==> src/rtl/memory_input_ports.sv <==
// rtl/memory_input_ports.sv - memory-mapped input ports with status register and irq
// Four peripheral-pushed byte ports plus a status byte, read by the CPU with 1-cycle latency.
module memory_input_ports #(
   parameter int MEMORY_ADDRESS_BITS = 8,
   parameter int MEMORY_DATA_BITS    = 8,
   parameter int PORT_BASE           = 'hfc
) (
   input  logic                           clk,
   input  logic                           rst_n,
   input  logic                           rd_mem_en,
   input  logic [MEMORY_ADDRESS_BITS-1:0] rd_mem_addr,
   output logic                           rd_io_hit,
   output logic [MEMORY_DATA_BITS-1:0]    rd_io_data,
   output logic                           rd_io_valid,
   input  logic [MEMORY_DATA_BITS-1:0]    in_port0,
   input  logic [MEMORY_DATA_BITS-1:0]    in_port1,
   input  logic [MEMORY_DATA_BITS-1:0]    in_port2,
   input  logic [MEMORY_DATA_BITS-1:0]    in_port3,
   input  logic                           in_port0_write_en,
   input  logic                           in_port1_write_en,
   input  logic                           in_port2_write_en,
   input  logic                           in_port3_write_en,
   output logic                           irq
);
   localparam int AW = MEMORY_ADDRESS_BITS;
   localparam int DW = MEMORY_DATA_BITS;
   localparam logic [AW-1:0] STATUS_ADDR = AW'(PORT_BASE - 1);

   logic [3:0][DW-1:0] in_data;
   logic [3:0]         push;
   logic [3:0]         port_rd;
   logic               status_rd;

   logic [3:0][DW-1:0] held_q, held_d;
   logic [3:0]         full_q, full_d;
   logic [3:0]         ovf_q, ovf_d;
   logic [DW-1:0]      rd_data_q, rd_data_d;
   logic               valid_q;
   logic               irq_q;

   always_comb begin
      in_data   = {in_port3, in_port2, in_port1, in_port0};
      push      = {in_port3_write_en, in_port2_write_en, in_port1_write_en, in_port0_write_en};
      status_rd = rd_mem_en && (rd_mem_addr == STATUS_ADDR);
      for (int i = 0; i < 4; i++) begin
         port_rd[i] = rd_mem_en && (rd_mem_addr == AW'(PORT_BASE + i));
      end
   end

   assign rd_io_hit = status_rd | (|port_rd);

   always_comb begin
      held_d    = held_q;
      full_d    = full_q;
      // Status read clears overflow first so a same-cycle overflow set below wins.
      ovf_d     = status_rd ? 4'b0000 : ovf_q;
      rd_data_d = rd_data_q;
      for (int i = 0; i < 4; i++) begin
         if (push[i]) begin
            held_d[i] = in_data[i];
            full_d[i] = 1'b1;
            if (full_q[i] && !port_rd[i]) begin
               ovf_d[i] = 1'b1;
            end
         end else if (port_rd[i]) begin
            full_d[i] = 1'b0;
         end
         if (port_rd[i]) begin
            rd_data_d = held_q[i];
         end
      end
      if (status_rd) begin
         rd_data_d = DW'({ovf_q, full_q});
      end
   end

   always_ff @(posedge clk or negedge rst_n) begin
      if (!rst_n) begin
         held_q    <= '0;
         full_q    <= '0;
         ovf_q     <= '0;
         rd_data_q <= '0;
         valid_q   <= 1'b0;
         irq_q     <= 1'b0;
      end else begin
         held_q    <= held_d;
         full_q    <= full_d;
         ovf_q     <= ovf_d;
         rd_data_q <= rd_data_d;
         valid_q   <= rd_io_hit;
         irq_q     <= |full_d;
      end
   end

   assign rd_io_data  = rd_data_q;
   assign rd_io_valid = valid_q;
   assign irq         = irq_q;
endmodule

==> config.mk <==
export PLATFORM = sky130hd
export DESIGN_NAME = memory_input_ports
export DESIGN_NICKNAME = d
export VERILOG_FILES = /design/src/rtl/memory_input_ports.sv
export SDC_FILE = /design/constraint.sdc
export NUM_CORES = 1
export LEC_CHECK = 0
export BUFFER_PORTS_ARGS = -buffer_cell sky130_fd_sc_hd__buf_2
export CAP_MARGIN = 20
export CELL_PAD_IN_SITES_DETAIL_PLACEMENT = 1
export CELL_PAD_IN_SITES_GLOBAL_PLACEMENT = 2
export CORE_ASPECT_RATIO = 0.8
export CORE_MARGIN = 1.5
export CORE_UTILIZATION = 35
export CTS_CLUSTER_DIAMETER = 50
export DETAILED_ROUTE_END_ITERATION = 6
export MAX_ROUTING_LAYER = met4
export PLACE_DENSITY_LB_ADDON = 0.1
export SYNTH_ARGS = -nofsm -noshare
export SYNTH_HDL_FRONTEND = slang
export SYNTH_SLANG_ARGS = --single-unit
==> constraint.sdc <==
create_clock -name clk -period 2.2 [get_ports clk]
set_clock_uncertainty 0.2 [all_clocks]
set_input_delay 0.44 -clock clk [delete_from_list [all_inputs] [get_ports clk]]
set_output_delay 0.44 -clock clk [all_outputs]
set_load 0.05 [all_outputs]
* After elaboration in Yosys (flattened, before gate mapping)
Cells that the tools add are included.
** Operators by class
- Equal/unequal tests :: 5
- Mux-type cells :: 22
- Bitwise operators :: 1
- Reduce and logical (&&, ||, !) cells :: 16
** Operators with widths (count)
- 8-bit == test, second input constant :: 5
- 8-bit 2-to-1 mux :: 5
- 1-bit 2-to-1 mux :: 16
- 1-bit logical AND :: 9
- 4-bit OR reduction :: 2
- 5-bit nonzero test :: 1
- 1-bit logical NOT :: 4
- 4-bit 2-to-1 mux :: 1
- 1-bit OR :: 1
** Word-level totals
- Logic and storage cells :: 53
- Output and inout port bits :: 11
- Register bits after elaboration :: 50
- Bits of input ports :: 47

* Depth between registers and ports, before layout
Gate-level depths: netlist of the first run.
- Depth in word-level cells :: 7
- Mapped depth :: 6
- Gate-level depth less buffers :: 4

* Least setup slack after synthesis of the first run
No wires, ideal clock.
- Kind :: input -> output
- From :: in rd_mem_addr[1]
- To :: out rd_io_hit
- Data required time :: 1.560 ns
- Path slack :: -0.259 ns
- Path buffers :: 2
- Arrival :: 1.819 ns
- Stages :: 6
- Cell sequence :: buf_4 > nand3_1 > clkbuf_1 > nor2_1 > a21oi_1 > nor2_1
** Between the ends
- Cells in the longest elaborated chain, start to end :: 4
** RTL lines
- from (decl) :: line 11 : input logic [MEMORY_ADDRESS_BITS-1:0] rd_mem_addr,
- 8-bit == test :: line 46 : port_rd[i] = rd_mem_en && (rd_mem_addr == AW'(PORT_BASE + i));
- 1-bit logical AND :: line 46
- 4-bit OR reduction :: line 50 : assign rd_io_hit = status_rd | (|port_rd);
- 1-bit OR * :: line 50
- to (decl) :: line 12 : output logic rd_io_hit,
Mark *: on every way between the ends. The rest lies on a longest branch, timed or not.

* Worst setup path after layout of the first run
- From :: in rd_mem_addr[7]
- To :: out rd_io_hit
Same word-level chain as after synthesis.

==> results of run 1 <==
[worst reg2reg max path: cells and delay by family (launching register included)]
kind	cells	cell delay [ps]
AND/OR/NAND/NOR	1	150
AO/OA/AOI/OAI	1	290
flip-flops	1	390
multiplexers	1	520
[how the worst min path moves through the flow]
stage | end | cells past startpoint | slack [ps]
after floorplan | full_q[0] | 0 | -60
after global placement | ovf_q[0] | 2 | 260
after detailed placement | ovf_q[0] | 2 | 290
after CTS | held_q[18] | 2 | 60
after global routing | held_q[18] | 2 | 80
final | held_q[18] | 2 | 20
[per-layer routing]
layer  track usage [%]  up-vias  wire, microns
li1                  -      792              -
met1             26.02      917           2794
met2             31.87       43           3245
met3             3.593        4            236
met4             4.478        0             38
met5                 -        -              0
[flip-flops by register name, indices dropped and copies added, names as in the netlist]
signal	cells
ovf_q	4
irq	1
held_q	32
full_q	4
rd_io_valid	1
rd_io_data	8
[layout make-up]
type	instances	share of cell area (%)
well taps	84	3.635
flip-flops and latches	50	43.27
clock inverters	3	1.558
repair buffers	69	12.98
clock buffers	5	2.380
multi-input cells	105	35.01
inverters	9	1.168
[placed cells by master (no fill, tap or decap), drive strengths merged]
| master | Yosys | routed |
|---|---|---|
| buf | 4 | 69 |
| dfrtp | 50 | 50 |
| mux2 | 32 | 32 |
| a31oi | 9 | 9 |
| inv | 9 | 9 |
| a211o | 8 | 8 |
| mux4 | 8 | 8 |
| o221a | 8 | 8 |
| and2 | 8 | 8 |
| nor2 | 6 | 6 |
| nand2 | 5 | 5 |
| clkbuf | 9 | 5 |
| a21oi | 4 | 4 |
| nand4 | 2 | 2 |
| nand3b | 2 | 2 |
| a32o | 2 | 2 |
| clkinvlp | 0 | 2 |
| and4 | 2 | 2 |
| and3 | 1 | 1 |
| a21o | 1 | 1 |
| nor3 | 1 | 1 |
| nor3b | 1 | 1 |
| nand3 | 1 | 1 |
| or4 | 1 | 1 |
| nand4b | 1 | 1 |
| a2bb2oi | 1 | 1 |
| o311ai | 1 | 1 |
| bufinv | 0 | 1 |
[metrics by stage]
step | total power (uW) | hold WS [ps] | cells
global route | 2061 | 77.39 | 325
CTS | 1983 | 55.96 | 325
floorplan | 1193 | -55.59 | 177
finish | 1962 | 23.34 | 325
detailed placement | 1316 | 287.8 | 317
global placement | 1299 | 262.8 | 317
[cells by family (layout without fill, tap and decap cells)]
group / Yosys count / after routing / synth area share, %
AO/OA/AOI/OAI: 34 / 34 / 12.00
flip-flops: 50 / 50 / 53.33
AND/OR/NAND/NOR: 31 / 31 / 7.627
multiplexers: 40 / 40 / 23.20
buffers and inverters: 22 / 86 / 3.840
[power by group through the flow]
stage                     clock, uW  sequential, uW  combinational [uW]
final                           670            1010                 277
after CTS                       684            1020                 282
after global placement            0            1030                 270
after floorplan                   0            1030                 159
after global routing            733            1020                 303
after detailed placement          0            1040                 281
==> summary.md, run 1 <==
| Metric | Value |
|---|---|
| Standard cell with the maximum stage delay on the critical path | `and4_1` |
| Core region area | `6441 sq um` |
| Capture point of the critical path | `rd_io_hit` |
| Count of instances resized after the clock tree is built | `0` |
| Data required time of the worst path | `around 1600 ps` |
| Remaining global-route overflow | `0` |
| Actual slew at the worst max-slew pin | `648.9 ps` |
| Post-route minimum period | `between 2000 and 2500 ps` |
| Synth area leader | `dfrtp_1` |
| Die Y-Extent | `76.23 microns` |
| Leakage power total | `about 0.0014 uW` |
| Setup repair after global routing missed its margin | `no` |
| Kind of critical path | `in2out` |
| Number of antenna violations at the first check in global routing | `0` |
| Sequential share of power | `between 50% and 60%` |
| Total of flip-flops plus latches after synthesis | `50` |
| Average footprint of a synthesized cell | `13.25 sq um` |
| Placement Rows | `26` |
| Cells after synthesis | `177` |
| Global-route wire length before repair | `between 10 and 15 mm` |
| Net switching power of the design | `roughly 500 uW` |
| Count of buffers from port buffering | `57` |
| Chain of cells forming the critical path | `buf_2 > and4_1 > nand2_1 > nor2_4 > buf_2` |
| Worst path max stage delay | `350 ps` |
| Diode insertion count for antenna repair | `0` |
| Worst reg2reg endpoint | `rd_io_data[7]` |
| Post-Syn Nets | `approximately 220` |
| HPWL after DPL | `roughly 4.6 mm` |
| # clock sinks | `50` |
| Setup WS pre-CTS | `84.57 ps` |
| Router iterations before antenna repair | `4` |
| Share of Yosys cell area claimed by the top area cell type | `53.33%` |
| Combinational share of power | `14.1%` |
| Maximum frequency from static timing analysis | `approximately 480 MHz` |
| Pwr per Cell Area | `about 680 nW/um^2` |
| Most common cell type on the critical path | `buf_2` |
| Mapped Area | `2346 sq um` |
| Overall Global Routing Usage | `between 15 and 20%` |
| Clk slew on worst S/H paths | `about 100 ps` |
| Max-Slew Margin vs Limit | `a little under three fifths` |
| Hold Crit Class | `in2async` |
| Stages on worst setup path | `5` |
| Total Die Area | `~7200 sq um` |
| Period utilization | `between 90% and 100%` |
| Maximum fanout count along the critical path | `7` |
| Worst Path Buf+Inv | `2` |
| Post-Route Setup TNS | `0 ps` |
| Insertion delay to the later sink of the worst-skew pair | `approximately 300 ps` |
| Placed Instance Area | `roughly 2800 sq um` |
| Cell types occupying the most area after synthesis | `dfrtp_1, mux2_2, mux4_2` |
| Synth warnings | `0` |
| VDD IR max | `between 0.0003 and 0.0004 V` |
| Fraction of power spent switching nets | `25.28%` |
| Post-synth cell types | `31` |
| Run status | `finished clean` |
| Initial Utilization | `36.42%` |
| Number of hold-repair buffers added at the cts stage | `0` |
| Postcts setup bufs | `0` |
| FILL cells | `about 680` |
| Worst Reg2Reg Path Length in Cells | `3` |
| Internal portion of total power | `around 1500 uW` |
| First DRT Iteration DRCs | `between 70 and 80` |
| TritonCTS clock tree | `built` |
| Ports | `58` |
| Final core utilization | `between 40% and 50%` |
| Final setup slack of the worst path | `around 140 ps` |
| DRT Wirelength | `about 6.3 mm` |
| Total clock buffers created by CTS | `5` |
| Setup slack of the most critical reg-to-reg path | `between 500 and 600 ps` |
| Number of design rule violations left after detail routing | `0` |
| CP endpoint kind | `primary output` |
| Largest net degree at the start of global routing | `51` |
| Average vias per placed instance | `between 5 and 6` |
| Via count | `1,756` |
| Critical path startpoint category | `input pin` |
| Fraction of synthesis flops using an asynchronous set or reset pin | `100.0%` |
| Multi-input gate area | `a little over 1000 sq um` |
| WP data arrival | `roughly 1400 ps` |
| Most used flip-flop cell after synthesis | `dfrtp_1` |
| Post-route antenna net violation count | `0` |
| H-tree depth reported by CTS | `2` |
| CTS Buffer Depth | `2` |
| Number of endpoints failing setup at the final stage | `0` |
| Max Transition Viols Final | `0` |
| Reg-to-Reg Start | `held_q[31]` |
| CP delay by family, top | `simple AND/OR/NAND/NOR gates` |
| Clock power frac | `between 30 and 40%` |
| Most frequent cells after synthesis | `dfrtp_1, mux2_2, a31oi_1, clkbuf_1, inv_1` |
| Worst setup path startpoint | `rd_mem_addr[7]` |
| Maximum Capacitance Violations | `0` |
| Fraction of final layout cells with drive strength greater than 1 | `49.38%` |
| Fraction of the yosys area taken by sequential cells | `around 53%` |
| Area growth, synth to finish | `23.25%` |
| Routed wire per std cell | `around 20 microns` |
| RD Place Congestion | `~0.77` |
| Final count of hold timing violations | `0` |
| Number of nets in the layout | `~290` |
| Number of flops mapped to enable cells by yosys | `0` |
| Register cell area after layout | `1251 sq um` |
| Clock root buffer | `clkbuf_8` |
| Final instance area | `2892 sq um` |
| Count leader, synth | `dfrtp_1` |
| Die extent in x | `between 90 and 100 microns` |
| Via count of the first global-routing pass | `between 1,500 and 2,000` |
Note: power is estimated with default switching activity, not from simulation.
==> run 2, diff against run 1 <==
BUFFER_PORTS_ARGS = -buffer_cell sky130_fd_sc_hd__buf_4   (was -buffer_cell sky130_fd_sc_hd__buf_2)
==> summary.md, run 2 (synthesized netlist as in run 1, its figures left out) <==
| Metric | Value |
|---|---|
| Flip-flop count of the largest register, all copies and words added | `32 (unchanged)` |
| First DRT Iteration DRCs | `70 (-10%)` |
| Count of instances resized after the clock tree is built | `0 (unchanged)` |
| Final count of hold timing violations | `0 (unchanged)` |
| Most frequent cells in the layout | `buf_4, dfrtp_1, mux2_2` |
| Post-route minimum period | `1993 ps (-71.39 ps)` |
| Area growth, synth to finish | `27.63%` |
| Via count of the first global-routing pass | `1,951 (+3.6%)` |
| Placement Rows | `26 (unchanged)` |
| TritonCTS clock tree | `built` |
| Clk slew on worst S/H paths | `90 ps (about the same)` |
| Critical path startpoint category | `input pin` |
| Number of antenna violations at the first check in global routing | `0 (unchanged)` |
| Final instance area | `2994 sq um (+3.5%)` |
| Number of hold-repair buffers added at the cts stage | `1 (+1)` |
| Number of design rule violations left after detail routing | `0 (unchanged)` |
| Ports | `58 (unchanged)` |
| CP endpoint kind | `primary output` |
| # clock sinks | `50 (unchanged)` |
| Max-Slew Margin vs Limit | `58.40% (+1.7 points)` |
| Max Transition Viols Final | `0 (unchanged)` |
| VDD IR max | `0.0003481 V (-4.0%)` |
| Post-Route Setup TNS | `0 ps (unchanged)` |
| Remaining global-route overflow | `0 (unchanged)` |
| HPWL after DPL | `4.452 mm (-3.9%)` |
| Average vias per placed instance | `5.433 (+0.56%)` |
| Pwr per Cell Area | `609.3 nW/um^2 (-10%)` |
| Number of nets in the layout | `286 (-0.35%)` |
| Hold Crit Class | `in2reg` |
| Data required time of the worst path | `1560 ps (about the same)` |
| Diode insertion count for antenna repair | `0 (unchanged)` |
| Most frequent standard cell in the layout excluding fill and tap cells | `buf_4` |
| Total clock buffers created by CTS | `5 (unchanged)` |
| Postcts setup bufs | `0 (unchanged)` |
| Count of buffers from port buffering | `57 (unchanged)` |
| Kind of critical path | `in2out` |
| Period utilization | `90.59% (-3.2 points)` |
| Maximum frequency from static timing analysis | `501.8 MHz (+3.6%)` |
| Core region area | `6441 sq um (unchanged)` |
| Routed wire per std cell | `18.91 microns (-2.7%)` |
| Number of endpoints failing setup at the final stage | `0 (unchanged)` |
| Leakage power total | `0.001393 uW (+2.1%)` |
| Initial Utilization | `36.42% (unchanged)` |
| Post-route antenna net violation count | `0 (unchanged)` |
| Die extent in x | `94.54 microns (unchanged)` |
| Run status | `finished clean` |
| Setup repair after global routing missed its margin | `no` |
| Register ranked first by flip-flop count | `held_q` |
| CTS Buffer Depth | `2 (unchanged)` |
| Router iterations before antenna repair | `4 (unchanged)` |
| Fraction of final layout cells with drive strength greater than 1 | `48.54% (-0.84 points)` |
| Maximum Capacitance Violations | `0 (unchanged)` |
| WP data arrival | `1350 ps (-70 ps)` |
| Die Y-Extent | `76.23 microns (unchanged)` |
| Insertion delay to the later sink of the worst-skew pair | `300 ps (about the same)` |
| Global-route wire length before repair | `10.01 mm (-2.9%)` |
| Clock root buffer | `clkbuf_8` |
| Largest net degree at the start of global routing | `51 (unchanged)` |
| DRT Wirelength | `6.107 mm (-3.3%)` |
| Total Die Area | `7206 sq um (unchanged)` |
| Maximum fanout count along the critical path | `8 (+1)` |
| Via count | `1,755 (-0.057%)` |
| Overall Global Routing Usage | `19.05% (-0.73 points)` |
| Placed Instance Area | `2905 sq um (+4.6%)` |
| H-tree depth reported by CTS | `2 (unchanged)` |
| RD Place Congestion | `0.8304 (+7.9%)` |
| Actual slew at the worst max-slew pin | `624.0 ps (-24.81 ps)` |
run 2: cell count changes in the layout (fill, tap and decap cells not counted), sizes merged:
| cell | previous run | this run |
|---|---|---|
| bufinv | 1 | 0 |
| clkinvlp | 2 | 0 |
| dlygate4sd3 | 0 | 1 |
| buf | 69 | 67 |
| clkinv | 0 | 2 |
run 2: worst max-delay path, stage by stage:
cell and delay, ps:
buf_4 80, and4_1 350, nand2_1 160, nor2_4 130, buf_4 200
run 2: metal layers:
metal / up-vias / GRT usage, % / share of wire, %
met1: 905 / 24.11 / 43
met4: 0 / 5.672 / 1.8
met3: 8 / 3.493 / 4.2
met2: 53 / 31.08 / 51
met5: - / - / 0
li1: 789 / - / -
run 2: layout make-up:
type / count / area, sq um
multi-input combinational: 105 / 1012
inverter: 9 / 33.78
sequential: 50 / 1251
timing repair buffer: 68 / 513.0
clock buffer: 5 / 68.82
clock inverter: 2 / 10.01
tap: 84 / 105.1
fill: 679 / 3447
run 2: final timing paths:
| check | startpoint | cells after the start | endpoint | slack (ps) |
|---|---|---|---|---|
| worst max register to register | held_q[31] | 3 | rd_io_data[7] | 580 |
| worst max-delay path | rd_mem_addr[7] | 5 | rd_io_hit | 210 |
| worst min-delay path | in_port3[3] | 2 | held_q[27] | 170 |
| worst min register to register | ovf_q[0] | 2 | ovf_q[0] | 300 |
| min in group asynchronous | rst_n | 2 | held_q[18] | 490 |
| max in group asynchronous | rst_n | 2 | full_q[2] | 890 |
run 2: where the power goes:
group	leakage (uW)	switching, uW	internal [uW]
combinational	0.000771	130	169
sequential	0.000578	33.2	981
clock	0.0000438	296	214
run 2: metrics by stage:
step	worst slack, ps	total power (uW)	hold slack [ps]	util, %	std cells
3_5_place_dp	69.47	1336	275.7	45.10	315
6_report	207.0	1824	172.0	46.48	323
3_3_place_gp	112.7	1321	257.2	45.10	315
2_1_floorplan	101.8	1193	-55.59	-	177
5_1_grt	149.9	1914	157.7	46.48	323
4_1_cts	209.2	1853	162.9	46.48	323
